===== src/rtl/mem_pkg.sv =====
// +----------------------------------------------------------------------------+
// | mem_pkg: shared widths, port id type and in-flight record for mem_arbiter  |
// | Rev 1.0                                                                    |
// +----------------------------------------------------------------------------+
`default_nettype none

package mem_pkg;

  localparam int MEM_ADDR_W = 8;
  localparam int MEM_DATA_W = 16;
  localparam int MAX_RPORTS = 4;
  localparam int PORT_W     = $clog2(MAX_RPORTS);

  typedef logic [PORT_W-1:0] port_id_t;

  typedef struct packed {
    logic                  valid;
    logic                  is_rw;
    port_id_t              port;
    logic [MEM_ADDR_W-1:0] addr;
    logic                  wen;
    logic [MEM_DATA_W-1:0] wdata;
  } inflight_t;

endpackage

`default_nettype wire


===== src/rtl/mem_rr_arbiter.sv =====
// +----------------------------------------------------------------------------+
// | mem_rr_arbiter: round-robin pick of the first unmasked request at or after |
// | the pointer; one-hot grant, grant index and advanced pointer out.          |
// | Rev 1.0                                                                    |
// +----------------------------------------------------------------------------+
`default_nettype none

module mem_rr_arbiter
  import mem_pkg::*;
#(
  parameter int NUM_RPORTS = 2
) (
  input  logic [NUM_RPORTS-1:0] req_i,
  input  logic [NUM_RPORTS-1:0] mask_i,
  input  port_id_t              ptr_i,
  output logic [NUM_RPORTS-1:0] gnt_o,
  output port_id_t              gnt_idx_o,
  output port_id_t              next_ptr_o,
  output logic                  any_o
);

  logic [NUM_RPORTS-1:0] eff;

  assign eff = req_i & ~mask_i;

  // Offset i from the pointer maps to port j either directly or after one wrap.
  always_comb begin
    gnt_o      = '0;
    gnt_idx_o  = '0;
    next_ptr_o = ptr_i;
    any_o      = 1'b0;
    for (int i = 0; i < NUM_RPORTS; i++) begin
      for (int j = 0; j < NUM_RPORTS; j++) begin
        if (!any_o && eff[j] &&
            ((int'(ptr_i) + i == j) || (int'(ptr_i) + i == j + NUM_RPORTS))) begin
          any_o      = 1'b1;
          gnt_o[j]   = 1'b1;
          gnt_idx_o  = port_id_t'(j);
          next_ptr_o = (j == NUM_RPORTS - 1) ? '0 : port_id_t'(j + 1);
        end
      end
    end
  end

endmodule

`default_nettype wire


===== src/rtl/mem_arbiter.sv =====
// +----------------------------------------------------------------------------+
// | mem_arbiter: one-access-per-cycle front end for a sync single-port RAM;    |
// | LSU rw port first, fetch read ports round-robin, response one cycle later. |
// | Rev 1.0                                                                    |
// +----------------------------------------------------------------------------+
`default_nettype none

`ifndef MEM_RPORTS
`define MEM_RPORTS 2
`endif

module mem_arbiter
  import mem_pkg::*;
#(
  parameter int NUM_RPORTS = `MEM_RPORTS,
  parameter int ADDR_W     = MEM_ADDR_W,
  parameter int DATA_W     = MEM_DATA_W
) (
  input  logic                              clk_i,
  input  logic                              arst_ni,
  input  logic [NUM_RPORTS-1:0]             r_val_i,
  input  logic [NUM_RPORTS-1:0][ADDR_W-1:0] r_addr_i,
  output logic [NUM_RPORTS-1:0]             r_rdy_o,
  output logic [DATA_W-1:0]                 r_rdata_o,
  input  logic                              rw_val_i,
  input  logic                              rw_wen_i,
  input  logic [ADDR_W-1:0]                 rw_addr_i,
  input  logic [DATA_W-1:0]                 rw_wdata_i,
  output logic                              rw_rdy_o,
  output logic [DATA_W-1:0]                 rw_rdata_o,
  output logic                              ram_en_o,
  output logic                              ram_we_o,
  output logic [ADDR_W-1:0]                 ram_addr_o,
  output logic [DATA_W-1:0]                 ram_wdata_o,
  input  logic [DATA_W-1:0]                 ram_rdata_i
);

  inflight_t             inflight_q, inflight_d;
  port_id_t              rr_ptr_q, rr_ptr_d;

  logic [NUM_RPORTS-1:0] r_mask;
  logic [NUM_RPORTS-1:0] r_gnt;
  port_id_t              r_gnt_idx;
  port_id_t              r_next_ptr;
  logic                  r_any;
  logic                  rw_gnt;
  logic                  ram_en;
  logic                  ram_we;

  // The port whose response lands this cycle sits out issue, so no port is
  // granted back to back and rw can never lock reads out for two cycles.
  assign rw_gnt = rw_val_i && !(inflight_q.valid && inflight_q.is_rw);

  always_comb begin
    r_mask = '0;
    for (int i = 0; i < NUM_RPORTS; i++) begin
      r_mask[i] = inflight_q.valid && !inflight_q.is_rw &&
                  (inflight_q.port == port_id_t'(i));
    end
  end

  mem_rr_arbiter #(
    .NUM_RPORTS (NUM_RPORTS)
  ) u_rr (
    .req_i      (r_val_i),
    .mask_i     (r_mask),
    .ptr_i      (rr_ptr_q),
    .gnt_o      (r_gnt),
    .gnt_idx_o  (r_gnt_idx),
    .next_ptr_o (r_next_ptr),
    .any_o      (r_any)
  );

  always_comb begin
    ram_en      = 1'b0;
    ram_we      = 1'b0;
    ram_addr_o  = '0;
    ram_wdata_o = '0;
    inflight_d  = '0;
    rr_ptr_d    = rr_ptr_q;
    if (rw_gnt) begin
      ram_en           = 1'b1;
      ram_we           = rw_wen_i;
      ram_addr_o       = rw_addr_i;
      ram_wdata_o      = rw_wdata_i;
      inflight_d.valid = 1'b1;
      inflight_d.is_rw = 1'b1;
      inflight_d.addr  = rw_addr_i;
      inflight_d.wen   = rw_wen_i;
      inflight_d.wdata = rw_wdata_i;
    end else if (r_any) begin
      ram_en = 1'b1;
      for (int j = 0; j < NUM_RPORTS; j++) begin
        if (r_gnt[j]) ram_addr_o = r_addr_i[j];
      end
      inflight_d.valid = 1'b1;
      inflight_d.port  = r_gnt_idx;
      inflight_d.addr  = ram_addr_o;
      rr_ptr_d         = r_next_ptr;
    end
  end

  assign ram_en_o = arst_ni && ram_en;
  assign ram_we_o = arst_ni && ram_we;

  always_ff @(posedge clk_i or negedge arst_ni) begin
    if (!arst_ni) begin
      inflight_q <= '0;
      rr_ptr_q   <= '0;
    end else begin
      inflight_q <= inflight_d;
      rr_ptr_q   <= rr_ptr_d;
    end
  end

  // A response is only delivered if the requester still holds the same request.
  always_comb begin
    r_rdy_o = '0;
    for (int i = 0; i < NUM_RPORTS; i++) begin
      r_rdy_o[i] = arst_ni && inflight_q.valid && !inflight_q.is_rw &&
                   (inflight_q.port == port_id_t'(i)) &&
                   r_val_i[i] && (r_addr_i[i] == inflight_q.addr);
    end
  end

  assign rw_rdy_o = arst_ni && inflight_q.valid && inflight_q.is_rw && rw_val_i &&
                    (rw_addr_i == inflight_q.addr) && (rw_wen_i == inflight_q.wen);

  assign r_rdata_o  = ram_rdata_i;
  assign rw_rdata_o = inflight_q.wen ? inflight_q.wdata : ram_rdata_i;

endmodule

`default_nettype wire


===== config.mk =====
export PLATFORM = sky130hd
export DESIGN_NAME = mem_arbiter
export DESIGN_NICKNAME = d
export VERILOG_FILES = /design/src/rtl/mem_pkg.sv /design/src/rtl/mem_rr_arbiter.sv /design/src/rtl/mem_arbiter.sv
export SDC_FILE = /design/constraint.sdc
export NUM_CORES = 1
export LEC_CHECK = 0
export CORE_MARGIN = 2
export CORE_UTILIZATION = 34
export DETAILED_ROUTE_END_ITERATION = 8
export PLACE_DENSITY_LB_ADDON = 0.12
export SYNTH_ARGS = -nofsm -noshare
export SYNTH_HDL_FRONTEND = slang
export SYNTH_HIERARCHICAL = 1
export SYNTH_SLANG_ARGS = --single-unit

===== constraint.sdc =====
create_clock -name clk_i -period 2.2 [get_ports clk_i]
set_input_delay 0.55 -clock clk_i [delete_from_list [all_inputs] [get_ports clk_i]]
set_output_delay 0.55 -clock clk_i [all_outputs]
set_load 0.005 [all_outputs]

# Word level (Yosys, flattened, before mapping)
# Cells that the tools add are included.
# classes
add_sub_neg	1
mul	0
n_div	0
order_cmp	0
n_eq_ne	11
n_shift	0
n_mux	28
n_bitwise	3
n_reduce_logical	40
# op_table
op	count
32-bit by 3-bit equality test with 1-bit output, second input constant	2
32-bit logical NOT	2
8-bit two-way mux	5
32-bit by 2-bit equality test with 1-bit output, second input constant	1
16-bit two-way mux	2
1-bit logical AND	26
8-bit equality test	3
17-bit two-way mux	1
1-bit two-way mux	14
10-bit two-way mux	1
2-bit two-way mux	5
1-bit logical NOT	5
2-bit by 1-bit equality test with 1-bit output, second input constant	2
2-bit equality test, second input constant	2
1-bit logical OR	4
4-bit nonzero test	1
2-bit by 1-bit adder with 3-bit output, second input constant	1
3-bit AND reduction	1
2-bit AND	1
2-bit logical NOT	1
2-bit inverter	1
1-bit equality test	1
1-bit inverter	1
# totals
register_bits	31
latch_bits	0
mem_bits_rw	0
mem_bits_ro	0
out_inout_bits	61
elab_cells	90
n_memories	0

# Logic depth before layout (Yosys ltp)
# logic_depth
depth_word	22
mapped_depth	10

# Modules after synthesis
# The synthesis kept the hierarchy.
# by_module_without_submodules
mod	n_inst	cells_per_inst	area_per_inst_um2
mem_arbiter	1	190	1958.1
mem_rr_arbiter	1	13	86.3

# Least setup slack after synthesis
# No wires, ideal clock.
# synth_path
path_type	reg-to-output
start	register inflight_q[27] (netlist name)
end	output ram_addr_o[0]
arrival_time_ps	1735
t_required_ps	1650
slack_ps	-85
stages_incl_launch_ff	10
path_cell_list	dfrtp_1 -> nor4b_1 -> nor3b_2 -> nor2_1 -> clkbuf_2 -> nor2b_1 -> buf_2 -> a22oi_1 -> o21ai_0 -> buf_4
# synth_between
elab_chain_cells	22
word_cells_on_any_way	30
# synth_lines
element	line_no	rtl
from (decl)	mem_arbiter.sv:38	inflight_t inflight_q, inflight_d;
from (signal assigned)	mem_arbiter.sv:111	inflight_q <= inflight_d;
1-bit logical NOT (*)	mem_arbiter.sv:57	r_mask[i] = inflight_q.valid && !inflight_q.is_rw &&
1-bit logical AND (*) (2 in series)	mem_arbiter.sv:57	
via r_mask[0]	mem_arbiter.sv:41	logic [NUM_RPORTS-1:0] r_mask;
2-bit inverter (*)	mem_rr_arbiter.sv:24	assign eff = req_i & ~mask_i;
2-bit AND (*)	mem_rr_arbiter.sv:24	
1-bit logical AND	mem_rr_arbiter.sv:34	if (!any_o && eff[j] &&
1-bit two-way mux	mem_rr_arbiter.sv:34	
1-bit logical NOT	mem_rr_arbiter.sv:34	
[... 6 more ...]	n/a	
1-bit two-way mux	mem_rr_arbiter.sv:34	
1-bit logical NOT	mem_rr_arbiter.sv:34	
1-bit logical AND (2 in series)	mem_rr_arbiter.sv:34	
1-bit two-way mux (*)	mem_rr_arbiter.sv:34	
via r_gnt[1]	mem_arbiter.sv:42	logic [NUM_RPORTS-1:0] r_gnt;
8-bit two-way mux (*)	mem_arbiter.sv:94	if (r_gnt[j]) ram_addr_o = r_addr_i[j];
8-bit two-way mux (*)	mem_arbiter.sv:91	end else if (r_any) begin
8-bit two-way mux (*)	mem_arbiter.sv:81	if (rw_gnt) begin
to (decl)	mem_arbiter.sv:33	output logic [ADDR_W-1:0] ram_addr_o,
# Mark *: on every way through the listed nets, which the timed path passes. The rest lies on a longest branch.

# Worst setup path in the final report
# layout_path
start	register inflight_q[28] (netlist name)
end	output ram_addr_o[2]
# layout_between
word_cells_on_any_way	29
# layout_lines
element	line_no
1-bit logical AND (*) (2 in series)	mem_arbiter.sv:57
via r_mask[0]	mem_arbiter.sv:41
2-bit inverter (*)	mem_rr_arbiter.sv:24
2-bit AND (*)	mem_rr_arbiter.sv:24
1-bit logical AND	mem_rr_arbiter.sv:34
1-bit two-way mux	mem_rr_arbiter.sv:34
1-bit logical NOT	mem_rr_arbiter.sv:34
1-bit logical AND (2 in series)	mem_rr_arbiter.sv:34
1-bit two-way mux	mem_rr_arbiter.sv:34
1-bit logical NOT	mem_rr_arbiter.sv:34
1-bit logical AND (2 in series)	mem_rr_arbiter.sv:34
1-bit two-way mux (*)	mem_rr_arbiter.sv:34
via r_gnt[0]	mem_arbiter.sv:42
8-bit two-way mux (*) (2 in series)	mem_arbiter.sv:94
8-bit two-way mux (*)	mem_arbiter.sv:91
8-bit two-way mux (*)	mem_arbiter.sv:81
# Marks and branches as above.

==> metrics.yaml <==
place.gp.congestion: 0.842
synthCells: 203
die_h_um: 81.5
final_cell_mix: "clkdlybuf4s50_1, dlygate4sd2_1, buf_6"
first_pass_iters: 2
power.density_mw_per_mm2: 574
row_count: 28
cp.depth: 9
irDropWorstVdd_mv: 0.346
synthToLayoutAreaGrowth_pct: 83.2
port_buffers: 122
final_util_pct: 64.0
period_share_pct: 120
crit_buf_inv: 3
initial_core_util_pct: 34.9
critPathTopFamily: "simple AND/OR/NAND/NOR gates"
worstPathArrival_ns: 2.09
drive_above_1_share_pct: 48.0
route.vias.total: 1855
endpoint_kind: "primary output"
muxShareOfSynthArea_pct: 9.91
pin_count: 123
h-tree-depth: 2
wl_per_cell_um: 15.1
synth_top_family_by_area: "buffers and inverters"
drv_slew: 0
synth-compound-area-share_pct: 6.43
min_period_ns: 2.64
synthAdderAreaFrac_pct: 0
dpl.hpwl_um: 4160
startpoint_type: "flip-flop"
via_per_inst: 4.57
violations: "setup timing"
cts_buffer_depth: 2
cap_violations: 0
power.leakage_nw: 1.73
grt_pass1_vias: 1852
crit_chain: "nor4b_4 > nand2b_4 > buf_6 > a311oi_4 > nor2b_4 > buf_6 > a22oi_2 > o21ai_1 > buf_2"
clk_latency_ns: 0.28
syn-num-nets: 265
outcome: "finished with violations"
postRouteAntennaNets: 0
fp.coreArea_mm2: 0.00585
holdCritPathClass: "in2async"
slowest_stage: "dfrtp_1"
critPathRequiredTime_ns: 1.65
fin_setup_tns_ns: -4.84
synth-xor-area-share_pct: 10.7
worstSetupPathType: "reg2out"
ys_seq_elements: 31
clock_sinks: 31
final_common_cell: "clkdlybuf4s50_1"
hold_violations: 0
syn_area_per_cell_um2: 10.1
clk_pin_slew_worst_paths_ns: 0.07
grt_max_degree: 17
detail_route.wirelength_um: 6130
nets: 392
drc: 0
critPathMaxFanout: 6
die_area_mm2: 0.00665
cts_buffers: 5
track_usage_pct: 17.9
rr_startpoint: "inflight_q[27]$_DFF_PN0_"
finalClockSkew_ns: 0.00558
reg2regPathDepth: 8
max_freq_mhz: 379
drt_iter0_markers: 28
path_common_cell: "buf_6"
grt_pass1_wl_um: 8890
grt_overflow: 0
tritoncts: "done"
setup_viol: 25
netlist_area_mm2: 0.00204
rsz0062_at_grt: "true"
dpl-instance-area_mm2: 0.00321
cpPeakStageDelay_ns: 0.41
cts-root-buf: "clkbuf_8"
synth_cell_types: 33
synth-simple-area-share_pct: 16.7
yosysSeqAreaShare_pct: 37.9
stdcell_area_mm2: 0.00375
synth_enable_flop_cells: 0
synth-main-ff-cell: "dfrtp_1"
critPathLaunch: "inflight_q[28]$_DFF_PN0_"
layout_setup_ws_ns: -0.439
synthArstFlopShare_pct: 100
diodes: 0
antenna_found_initial: 0
synth_warnings: 6
dieWidth_um: 81.5
## synthesized netlist by cell type (all sizes together) (2+ instances only)
library cell,number,area [um^2]
dfrtp,31,776
nor2,5,18.8
inv,3,11.3
and2,19,123
a22oi,7,52.6
nand2,8,30.0
nand3,4,20.0
clkbuf,2,10.0
buf,47,349
and3,2,12.5
mux2,18,203
xnor2,24,210
nand2b,3,26.3
nand4,5,31.3
o21ai,9,45.0
nor4,3,18.8
and3b,2,17.5
## repair_timing
item                                    CTS  global route
hold buffers                              0             0
setup buffers                            18            10
pin swaps                                37            23
gates resized for setup                 231            38
endpoints found under the setup margin   45            30
gates cloned                              3             0
## report_power, final
part           internal (mW)  switching, mW  leakage (nW)
combinational          0.541          0.339          1.27
clock                  0.366          0.229        0.0612
sequential             0.627         0.0474         0.399
total                   1.53          0.615          1.73
## state kept, by name (all words and copies together) (netlist names)
| name | cells |
|---|---|
| rr_ptr_q | 2 |
| inflight_q | 29 |
## stage by stage
| step | hold WS, ns | power (mW) | instances | setup WS (ns) |
|---|---|---|---|---|
| 2_1_floorplan | 0.254 | 1.04 | 203 | 0.0142 |
| 3_3_place_gp | 0.509 | 1.39 | 377 | -0.976 |
| 3_5_place_dp | 0.519 | 1.39 | 377 | -1.02 |
| 4_1_cts | 0.269 | 2.13 | 405 | -0.443 |
| 5_1_grt | 0.272 | 2.28 | 406 | -0.541 |
| 6_report | 0.282 | 2.15 | 406 | -0.439 |
## per-layer routing
layer | vias up | part of all wire, % | GRT usage, %
met4 | 0 | 1.9 | 5.93
li1 | 893 | - | -
met2 | 78 | 53 | 32.2
met1 | 871 | 38 | 20.2
met3 | 13 | 7.8 | 4.95
met5 | - | 0 | 0
## worst paths after layout
kind | end | slack, ns
min | inflight_q[24]$_DFF_PN0_ | 0.28
max in group asynchronous | inflight_q[2]$_DFF_PN0_ | 1.46
max | ram_addr_o[2] | -0.44
min in group clk_i | rr_ptr_q[1]$_DFFE_PN0P_ | 0.53
max reg2reg | rr_ptr_q[0]$_DFFE_PN0P_ | 0.22
min reg2reg | rr_ptr_q[1]$_DFFE_PN0P_ | 0.53
## cell type report
cell class	count	area, um^2
Tap cell	75	93.8
Multi-Input combinational cell	120	1140
Sequential cell	31	778
Clock inverter	2	35.0
Inverter	3	11.3
Fill cell	486	2100
Timing Repair Buffer	169	1610
Clock buffer	6	82.6
## logic make-up after synthesis
family / count (synthesis)
xor gates and xnor gates: 25
other: 1
muxes: 18
buffers and inverters: 52
and+or+nand+nor: 56
DFF: 31
AOI/OAI and AO/OA: 20
(Power assumes the default switching activity.)
